## src/rtl/dm_store_buffer_if.sv

```systemverilog
`default_nettype none
// ============================================================================
// Module  : dm_store_buffer_if
// Purpose : Core/memory-side bus bundle for the data-memory store buffer.
// Revision: 1.0 - initial release
// ============================================================================
interface dm_store_buffer_if #(
    parameter int PTR_W = 2
);
    logic             st_valid;
    logic [31:0]      st_addr;
    logic [31:0]      st_data;
    logic [31:0]      st_pc;
    logic             st_ready;
    logic             ld_valid;
    logic [31:0]      ld_addr;
    logic [31:0]      ld_data;
    logic [31:0]      dm_a;
    logic             dm_we;
    logic [31:0]      dm_wd;
    logic [31:0]      dm_pc;
    logic [31:0]      dm_rd;
    logic             empty;
    logic [PTR_W:0]   count;

    // Core/memory side: drives requests and memory read data.
    modport master (
        output st_valid, st_addr, st_data, st_pc, ld_valid, ld_addr, dm_rd,
        input  st_ready, ld_data, dm_a, dm_we, dm_wd, dm_pc, empty, count
    );

    // Store buffer side.
    modport slave (
        input  st_valid, st_addr, st_data, st_pc, ld_valid, ld_addr, dm_rd,
        output st_ready, ld_data, dm_a, dm_we, dm_wd, dm_pc, empty, count
    );
endinterface
`default_nettype wire

```

## src/rtl/dm_store_buffer.sv

```systemverilog
`default_nettype none
// ============================================================================
// Module  : dm_store_buffer
// Purpose : FIFO word-store buffer in front of data memory with load priority
//           and youngest-match load forwarding.
// Revision: 1.0 - initial release
// ============================================================================
module dm_store_buffer #(
    parameter int DEPTH = 4,
    parameter int PTR_W = 2
) (
    input  wire logic         clk,
    input  wire logic         reset,
    dm_store_buffer_if.slave  bus
);
    localparam logic [PTR_W:0] c_FULL = (PTR_W+1)'(DEPTH);

    logic [29:0]      r_addr [DEPTH];
    logic [31:0]      r_data [DEPTH];
    logic [31:0]      r_pc   [DEPTH];
    logic [PTR_W-1:0] r_head;
    logic [PTR_W-1:0] r_tail;
    logic [PTR_W:0]   r_count;

    logic             w_full;
    logic             w_empty;
    logic             w_push;
    logic             w_drain;
    logic             w_hit;
    logic [31:0]      w_fwd;
    logic [PTR_W-1:0] w_idx;

    assign w_full  = (r_count == c_FULL);
    assign w_empty = (r_count == '0);
    assign w_push  = bus.st_valid && !w_full && !reset;
    assign w_drain = !w_empty && !bus.ld_valid && !reset;

    // Payload needs no reset: validity is derived from head/count only.
    always_ff @(posedge clk) begin
        if (w_push) begin
            r_addr[r_tail] <= bus.st_addr[31:2];
            r_data[r_tail] <= bus.st_data;
            r_pc[r_tail]   <= bus.st_pc;
        end
    end

    always_ff @(posedge clk) begin
        if (reset) begin
            r_head  <= '0;
            r_tail  <= '0;
            r_count <= '0;
        end else begin
            if (w_push) begin
                r_tail <= r_tail + 1'b1;
            end
            if (w_drain) begin
                r_head <= r_head + 1'b1;
            end
            case ({w_push, w_drain})
                2'b10:   r_count <= r_count + 1'b1;
                2'b01:   r_count <= r_count - 1'b1;
                default: r_count <= r_count;
            endcase
        end
    end

    // Walk entries oldest to youngest so the last match seen is the youngest.
    always_comb begin
        w_hit = 1'b0;
        w_fwd = '0;
        w_idx = '0;
        for (int k = 0; k < DEPTH; k++) begin
            w_idx = r_head + PTR_W'(k);
            if (((PTR_W+1)'(k) < r_count) && (r_addr[w_idx] == bus.ld_addr[31:2])) begin
                w_hit = 1'b1;
                w_fwd = r_data[w_idx];
            end
        end
    end

    assign bus.st_ready = !w_full;
    assign bus.empty    = w_empty;
    assign bus.count    = r_count;
    assign bus.dm_we    = w_drain;
    assign bus.dm_a     = bus.ld_valid ? bus.ld_addr : {r_addr[r_head], 2'b00};
    assign bus.dm_wd    = r_data[r_head];
    assign bus.dm_pc    = r_pc[r_head];
    assign bus.ld_data  = w_hit ? w_fwd : bus.dm_rd;
endmodule
`default_nettype wire
```

## src/flat_wrapper.sv

```systemverilog
// flat-port wrapper written by rule: the top's interface ports become plain ports
module dm_store_buffer_flat 
#(
    parameter int DEPTH = 4,
    parameter int PTR_W = 2
)
  (clk, reset, bus_st_valid, bus_st_addr, bus_st_data, bus_st_pc, bus_ld_valid, bus_ld_addr, bus_dm_rd, bus_st_ready, bus_ld_data, bus_dm_a, bus_dm_we, bus_dm_wd, bus_dm_pc, bus_empty, bus_count);
  dm_store_buffer_if #(.PTR_W(PTR_W)) bus_i ();
  input  wire logic clk;
  input  wire logic reset;
  input wire logic [$bits(bus_i.st_valid)-1:0] bus_st_valid;
  input wire logic [$bits(bus_i.st_addr)-1:0] bus_st_addr;
  input wire logic [$bits(bus_i.st_data)-1:0] bus_st_data;
  input wire logic [$bits(bus_i.st_pc)-1:0] bus_st_pc;
  input wire logic [$bits(bus_i.ld_valid)-1:0] bus_ld_valid;
  input wire logic [$bits(bus_i.ld_addr)-1:0] bus_ld_addr;
  input wire logic [$bits(bus_i.dm_rd)-1:0] bus_dm_rd;
  output wire logic [$bits(bus_i.st_ready)-1:0] bus_st_ready;
  output wire logic [$bits(bus_i.ld_data)-1:0] bus_ld_data;
  output wire logic [$bits(bus_i.dm_a)-1:0] bus_dm_a;
  output wire logic [$bits(bus_i.dm_we)-1:0] bus_dm_we;
  output wire logic [$bits(bus_i.dm_wd)-1:0] bus_dm_wd;
  output wire logic [$bits(bus_i.dm_pc)-1:0] bus_dm_pc;
  output wire logic [$bits(bus_i.empty)-1:0] bus_empty;
  output wire logic [$bits(bus_i.count)-1:0] bus_count;
  assign bus_i.st_valid = bus_st_valid;
  assign bus_i.st_addr = bus_st_addr;
  assign bus_i.st_data = bus_st_data;
  assign bus_i.st_pc = bus_st_pc;
  assign bus_i.ld_valid = bus_ld_valid;
  assign bus_i.ld_addr = bus_ld_addr;
  assign bus_i.dm_rd = bus_dm_rd;
  assign bus_st_ready = bus_i.st_ready;
  assign bus_ld_data = bus_i.ld_data;
  assign bus_dm_a = bus_i.dm_a;
  assign bus_dm_we = bus_i.dm_we;
  assign bus_dm_wd = bus_i.dm_wd;
  assign bus_dm_pc = bus_i.dm_pc;
  assign bus_empty = bus_i.empty;
  assign bus_count = bus_i.count;
  dm_store_buffer #(.DEPTH(DEPTH), .PTR_W(PTR_W)) u_core (.clk(clk), .reset(reset), .bus(bus_i));
endmodule
```

## config.mk

```make
export PLATFORM = sky130hd
export DESIGN_NAME = dm_store_buffer_flat
export DESIGN_NICKNAME = d
export VERILOG_FILES = /design/src/rtl/dm_store_buffer_if.sv /design/src/rtl/dm_store_buffer.sv /design/src/flat_wrapper.sv
export SDC_FILE = /design/constraint.sdc
export NUM_CORES = 1
export LEC_CHECK = 0
export ABC_CLOCK_PERIOD_IN_PS = 3900
export BUFFER_PORTS_ARGS = -buffer_cell sky130_fd_sc_hd__buf_2
export CAP_MARGIN = 20
export CORE_ASPECT_RATIO = 1.25
export CORE_MARGIN = 2
export CORE_UTILIZATION = 50
export CTS_BUF_LIST = sky130_fd_sc_hd__clkbuf_16
export DETAILED_ROUTE_END_ITERATION = 8
export PLACE_DENSITY = 0.75
export SLEW_MARGIN = 20
export SYNTH_ARGS = -nofsm -noshare
export SYNTH_HDL_FRONTEND = slang
export SYNTH_SLANG_ARGS = --single-unit
```

## constraint.sdc

```tcl
create_clock -name clk -period 3.9 [get_ports clk]
set_clock_uncertainty 0.2 [all_clocks]
set_input_delay 0.39 -clock clk [delete_from_list [all_inputs] [get_ports clk]]
set_output_delay 0.39 -clock clk [all_outputs]
set_load 0.01 [all_outputs]
```

==> summary.md, run 1 <==
| Metric | Value |
|---|---|
| Crit path arrival time | `3.95 ns` |
| Critical Path RT | `3.31 ns` |
| Die Span Y | `239 µm` |
| Die Footprint | `0.0460 mm²` |
| # H-tree levels | `2` |
| I/O pin cnt | `298` |
| Skew-Pair Late Insertion Delay | `0.58 ns` |
| Number of fillers in the final layout | `3052` |
| Std cell rows | `86` |
| Synth async-reset ratio | `0%` |
| CP dominant cell by count | `buf_12` |
| Critical path's largest stage delay | `0.54 ns` |
| Vias in the first global route | `16300` |
| Max Buffers Root-to-Sink | `3` |
| First-pass GRT wire length | `101 mm` |
| Minimum clock period after layout | `4.54 ns` |
| Root Driver | `clkbuf_16` |
| Post-detail-place hpwl | `46.8 mm` |
| Clock sinks | `385` |
| Sequential element share of the synthesized area | `51.8%` |
| Wire length per cell | `27.7 µm` |
| Area growth from synthesis to final layout | `30.3%` |
| Crit end category | `primary output` |
| Post-synth cell types | `68` |
| Fin crit share | `117%` |
| Status | `finished, violations left` |
| Min-Delay Path Class | `input port to flop` |
| Critical path's slowest cell | `mux4_2` |
| Failing checks | `setup timing` |
| Footprint of the multi-input gates | `0.0108 mm²` |
| Slew HR | `46.9%` |
| I/O Buffers | `295` |
| Final non-filler cell total | `2528` |
| Leakage | `9.88 nW` |
| Total of max-cap violations | `0` |
| Placed cells | `2327` |
| Synth area leader | `edfxtp_1` |
| Synthesized instance count | `1428` |
| Final wirelength | `70.0 mm` |
| WS Path Type | `flop to primary output` |
| CTS tree | `built` |
| Post-Syn Area per Cell | `15.5 µm²` |
| Gr usage total | `30.0%` |
| Primary FF master, synth | `edfxtp_1` |
| Post-synth top area share | `51.0%` |
| Initial Utilization | `50.4%` |
| Worst-path maximum fanout | `8` |
| Final ANT Viol Nets | `0` |
| Initial antenna violation count | `2` |
| Cell Area, Synth | `0.0221 mm²` |
| Max Slew Vio Count | `0` |
| Largest net degree at the start of global routing | `54` |
| Post-route cell area | `0.0288 mm²` |
| Post-Syn Nets | `1600` |
| Dominant cells by area after synthesis | `edfxtp_1 51%, mux4_2 20%, mux2i_1 6.7%` |
| Via Count | `16100` |
| Routed vias/inst | `6.36` |
| Placement Cell Area | `0.0253 mm²` |
| CP cell instances | `buf_12, buf_4, mux4_2, xnor2_2, nand4_1, nor4_4, nand4_4, buf_12, buf_16, mux2_4, nor2_2, o31ai_2, buf_2` |
| Maximum VDD drop | `0.440 mV` |
| Max Clk Rate | `220 MHz` |
| Placer Congestion | `0.986` |
| Iteration-0 DRC Markers | `1415` |
| Pwr Density | `396 mW/mm²` |
| Final Hold Viols | `0` |
| RSZ-0062 raised after global routing | `true` |
| Core Region | `0.0439 mm²` |
| Num CTS Buffers | `41` |
| Post-synthesis register bit count | `385` |
| Startpoint Class | `flop` |
| Reg clk slew, reported paths | `0.06 ns` |
| Nets@finish | `2102` |
| Share of cells above drive strength 1 | `47.1%` |
| Gr ovfl total | `0` |
| DRC violations left | `0` |
| Post-synth EDFFs | `376` |
| Final worst slack | `-0.644 ns` |
| Slew @ Worst Pin | `0.797 ns` |
| Reg area | `0.0115 mm²` |
| Yosys Warn Count | `0` |
| Die width | `192 µm` |
| Final setup viols | `32` |
| First-pass detailed-route iteration total | `8` |
## cell usage after synthesis, types with 3 or more instances
library cell and count:
a211oi_1 5, a21oi_1 17, a221o_1 3, a221oi_1 6
a22oi_1 31, a2bb2oi_1 3, a31oi_1 4, and2_1 9
buf_1 20, buf_2 32, buf_4 9, buf_6 12
clkbuf_1 52, dfxtp_1 9, edfxtp_1 376, ha_1 8
inv_1 8, mux2_1 31, mux2_2 38, mux2i_1 148
mux4_2 193, nand2_1 30, nand2b_1 7, nand3_1 7
nand4_1 21, nor2_1 93, nor2b_1 4, nor3_1 11
nor4_1 7, o2111ai_1 3, o21ai_0 16, o22a_1 4
o22ai_1 7, o2bb2ai_1 3, o31ai_1 34, or2_2 3
or4_1 3, xnor2_1 90, xor2_1 31
## layer usage
metal	up-vias	track usage, %	wire length, µm	part of all wire (%)
met1	8223	36.9	25700	37
met5	-	0	0	0
li1	6825	-	-	-
met2	856	51.1	35700	51
met3	164	5.00	4990	7.1
met4	0	15.2	3650	5.2
## worst paths after layout
kind	startpoint	endpoint	slack (ns)	depth (start not counted)
hold reg to reg	u_core.bus.count[1]$_SDFFE_PP0P_	u_core.bus.count[1]$_SDFFE_PP0P_	0.38	2
hold / removal	bus_st_valid	u_core.r_tail[1]$_SDFFE_PP0P_	0.08	4
setup / recovery	flop	bus_ld_data[26]	-0.64	13
setup reg to reg	u_core.bus.count[0]$_SDFFE_PP0P_	u_core.r_data[1][27]$_DFFE_PP_	0.98	8
## critical path, delay by kind of cell (launching register included)
kind / cells / cell delay (ns)
AND/OR/NAND/NOR: 4 / 0.86
XOR/XNOR: 1 / 0.27
buffers and inverters: 5 / 0.80
AO/OA/AOI/OAI: 1 / 0.25
flip-flops: 1 / 0.41
multiplexers: 2 / 0.75
## power by group
part	internal (mW)	leakage (nW)	total, mW	switching, mW
Sequential	4.69	3.49	4.78	0.0923
Clock	2.12	0.640	3.75	1.63
Combinational	1.43	5.75	2.90	1.47
## flip-flops by register name, summed over array words and instances, names as in the netlist, named ones only
signal	cells
u_core.r_data	128
u_core.bus.count	3
u_core.r_addr	120
u_core.r_head	2
u_core.r_tail	2
u_core.r_pc	128
## stage by stage
stage	util (%)	setup TNS (ns)	worst slack, ns	total power [mW]	hold slack [ns]
after global placement	57.5	-8.60	-0.429	7.44	0.358
after global routing	65.7	-21.98	-0.741	11.8	0.102
after CTS	64.1	-19.02	-0.650	11.4	0.0552
final	65.7	-18.61	-0.644	11.4	0.0828
after floorplan	-	0	0.563	6.50	0.289
after detailed placement	57.5	-9.88	-0.536	7.48	0.377
## timing repair
action / 4_1_cts / 5_1_grt
pin swaps: 20 / 21
setup endpoints to repair: 32 / 32
setup buffers: 14 / 13
hold buffers: 95 / 0
cloned: 5 / 5
resized for setup: 83 / 95
endpoints found under the hold margin: 385 / 0
## final cells by class
class,count,area share (%)
flip-flops and latches,385,39.8
multi-input cells,908,37.3
repair buffers,584,15.8
clock buffers,41,3.56
well taps,572,2.48
clock inverters,24,0.842
inverters,10,0.130
diodes,4,0.0347
## logic make-up after synthesis
| kind of cell | Yosys count | share of synthesized area (%) |
|---|---|---|
| multiplexers | 412 | 30.0 |
| AND/OR/NAND/NOR | 208 | 4.59 |
| AO/OA/AOI/OAI | 159 | 5.32 |
| flip-flops | 385 | 51.8 |
| XOR/XNOR | 121 | 4.79 |
| buffers and inverters | 135 | 3.03 |
| adder cells (fa/ha/maj) | 8 | 0.452 |
## cells in the final DEF, fill, tap and decap left out, types with 19 or more instances in the layout
cell             n
mux4_2         193
nor2_1          74
edfxtp_1       376
xnor2_1         79
dlygate4sd3_1   95
mux2_4          22
a22oi_1         22
nand4_1         21
mux2i_1        125
buf_12          34
buf_2          294
xor2_1          30
mux2_2          37
buf_4          138
clkbuf_16       46
mux2i_2         19
nand2_1         30
Power figures use the tool's default switching activity.
==> run 2, diff against run 1 <==
--- a/config.mk
+++ b/config.mk
@@ -13,6 +13,7 @@
 export CORE_UTILIZATION = 50
 export CTS_BUF_LIST = sky130_fd_sc_hd__clkbuf_16
 export DETAILED_ROUTE_END_ITERATION = 8
+export GPL_TIMING_DRIVEN = 0
 export PLACE_DENSITY = 0.75
 export SLEW_MARGIN = 20
 export SYNTH_ARGS = -nofsm -noshare
==> run 2 against run 1 <==
Effect of this change:
- the flow still finishes with violations (setup timing)
- first-iteration DRC count increased by 13%
- die area stayed put
- global-route usage up 3.4 points
- total power rose by 0.11%
- worst setup slack got worse by 0.0074 ns
- critical path depth is the same
- critical endpoint is now bus_ld_data[0]
==> summary.md, run 2 (synthesized netlist as in run 1, its figures left out) <==
| Metric | Value |
|---|---|
| Status | `finished, violations left` |
| Failing checks | `setup timing` |
| Die width | `192 µm` |
| Worst-path maximum fanout | `7` |
| First-pass detailed-route iteration total | `6` |
| Max Clk Rate | `220 MHz` |
| Iteration-0 DRC Markers | `1603` |
| Post-route cell area | `0.0287 mm²` |
| Post-detail-place hpwl | `52.1 mm` |
| First-pass GRT wire length | `109 mm` |
| Crit path arrival time | `3.96 ns` |
| Commonest non-fill, non-tap cell in the layout | `edfxtp_1` |
| Area growth from synthesis to final layout | `29.7%` |
| Pwr Density | `398 mW/mm²` |
| Total of max-cap violations | `0` |
| Critical Path RT | `3.31 ns` |
| # H-tree levels | `2` |
| Share of cells above drive strength 1 | `46.1%` |
| Final non-filler cell total | `2487` |
| Num CTS Buffers | `39` |
| Reg clk slew, reported paths | `0.06 ns` |
| Slew @ Worst Pin | `1.01 ns` |
| Std cell rows | `86` |
| WS Path Type | `flop to primary output` |
| Placement Cell Area | `0.0244 mm²` |
| Via Count | `16300` |
| Fin crit share | `117%` |
| Placer Congestion | `1.03` |
| Final ANT Viol Nets | `0` |
| Dpl ws | `-1.41 ns` |
| Crit end category | `primary output` |
| Nets@finish | `2059` |
| RSZ-0062 raised after global routing | `true` |
| Number of fillers in the final layout | `3095` |
| Core Region | `0.0439 mm²` |
| DRC violations left | `0` |
| Minimum clock period after layout | `4.55 ns` |
| Vias in the first global route | `16600` |
| Most frequent cells in the layout | `376 x edfxtp_1, 280 x buf_2, 193 x mux4_2, 118 x mux2i_1, 95 x dlygate4sd3_1` |
| I/O pin cnt | `298` |
| Max Buffers Root-to-Sink | `3` |
| Gr usage total | `33.4%` |
| Final setup viols | `32` |
| Min-Delay Path Class | `input port to flop` |
| Routed vias/inst | `6.55` |
| Final wirelength | `77.0 mm` |
| Ant diodes | `0` |
| Sw Ratio | `29.4%` |
| Gr ovfl total | `0` |
| Die Footprint | `0.0460 mm²` |
| Leakage | `9.65 nW` |
| Maximum VDD drop | `0.425 mV` |
| Placed cells | `2276` |
| Final worst slack | `-0.651 ns` |
| Seq pwr share | `41.7%` |
| Internal power | `8.08 mW` |
| Initial Utilization | `50.4%` |
| Max Slew Vio Count | `0` |
| Wire length per cell | `30.9 µm` |
| Comb pwr share | `26.5%` |
| Root Driver | `clkbuf_16` |
| Net Sw Power | `3.36 mW` |
| I/O Buffers | `268` |
| Largest net degree at the start of global routing | `41` |
| Skew-Pair Late Insertion Delay | `0.60 ns` |
| Slew HR | `32.6%` |
| Clk network pwr share | `31.7%` |
| CTS tree | `built` |
| Clock sinks | `385` |
| Die Span Y | `239 µm` |
| Top flop regs | `u_core.r_data x128, u_core.r_pc x128, u_core.r_addr x120` |
| Final Hold Viols | `0` |
| Startpoint Class | `flop` |
| Initial antenna violation count | `1` |
[run 2: final cells by class]
class                      count  area, µm²  share of cell area, %
sequential                   385      11500                   40.0
multi-input combinational    908      11100                   38.7
clock buffer                  39        976                   3.40
timing repair buffer         419       3100                   10.8
inverter                      10       37.5                  0.131
tap                          572        716                   2.49
clock inverter                30        254                  0.884
buffer                       124       1050                   3.66
[run 2: final timing paths]
check	to	depth (start not counted)	start	slack, ns
max	bus_ld_data[0]	13	flop	-0.65
min	u_core.r_tail[1]$_SDFFE_PP0P_	4	bus_st_valid	0.06
max reg2reg	u_core.r_head[1]$_SDFFE_PP0P_	7	u_core.r_head[1]$_SDFFE_PP0P_	0.81
min reg2reg	u_core.r_tail[0]$_SDFFE_PP0P_	2	u_core.r_tail[0]$_SDFFE_PP0P_	0.40
[run 2: timing repair]
item | in CTS | in global routing
setup endpoints to repair | 100 | 53
setup buffers | 28 | 13
hold buffers | 95 | 0
pin swaps | 61 | 42
cloned | 5 | 4
gates resized for setup | 296 | 93
hold endpoints to repair | 381 | 0
[run 2: power by group through the flow]
| stage | logic [mW] | clock network (mW) | registers [mW] |
|---|---|---|---|
| floorplan | 1.68 | 0 | 4.83 |
| global placement | 2.55 | 0 | 4.85 |
| detailed placement | 2.59 | 0 | 4.85 |
| CTS | 2.92 | 3.66 | 4.77 |
| global route | 3.17 | 3.83 | 4.78 |
| finish | 3.03 | 3.63 | 4.78 |
[run 2: per-stage QoR]
step                      utilization, %  TNS (ns)  hold slack [ns]  power [mW]
after floorplan                        -         0            0.289        6.50
after global placement              55.1   -240.90            0.363        7.41
after detailed placement            55.6    -44.09            0.386        7.44
after CTS                           64.1    -17.23           0.0363        11.3
after global routing                65.4    -20.60           0.0764        11.8
final                               65.4    -18.83           0.0601        11.4
[run 2: routing by layer]
metal  vias to the layer above  routed length [µm]  GRT usage (%)  part of all wire, %
met5                         -                   0              0                    0
met4                         0                4900           18.8                  6.4
met3                       244                6390           6.43                  8.3
met2                      1074               38900           56.7                   51
met1                      8233               26800           39.7                   35
li1                       6751                   -              -                    -
[run 2: worst max-delay path, cell delays in order, from the launching register on]
cell and delay (ns):
dfxtp_2 0.34, buf_12 0.14, buf_12 0.15, mux4_2 0.58, xnor2_4 0.31, nand4_1 0.29
nor4_4 0.28, nand4_2 0.17, buf_12 0.20, buf_12 0.15, mux2_4 0.30, nor2_4 0.17
o31ai_4 0.10, buf_2 0.16
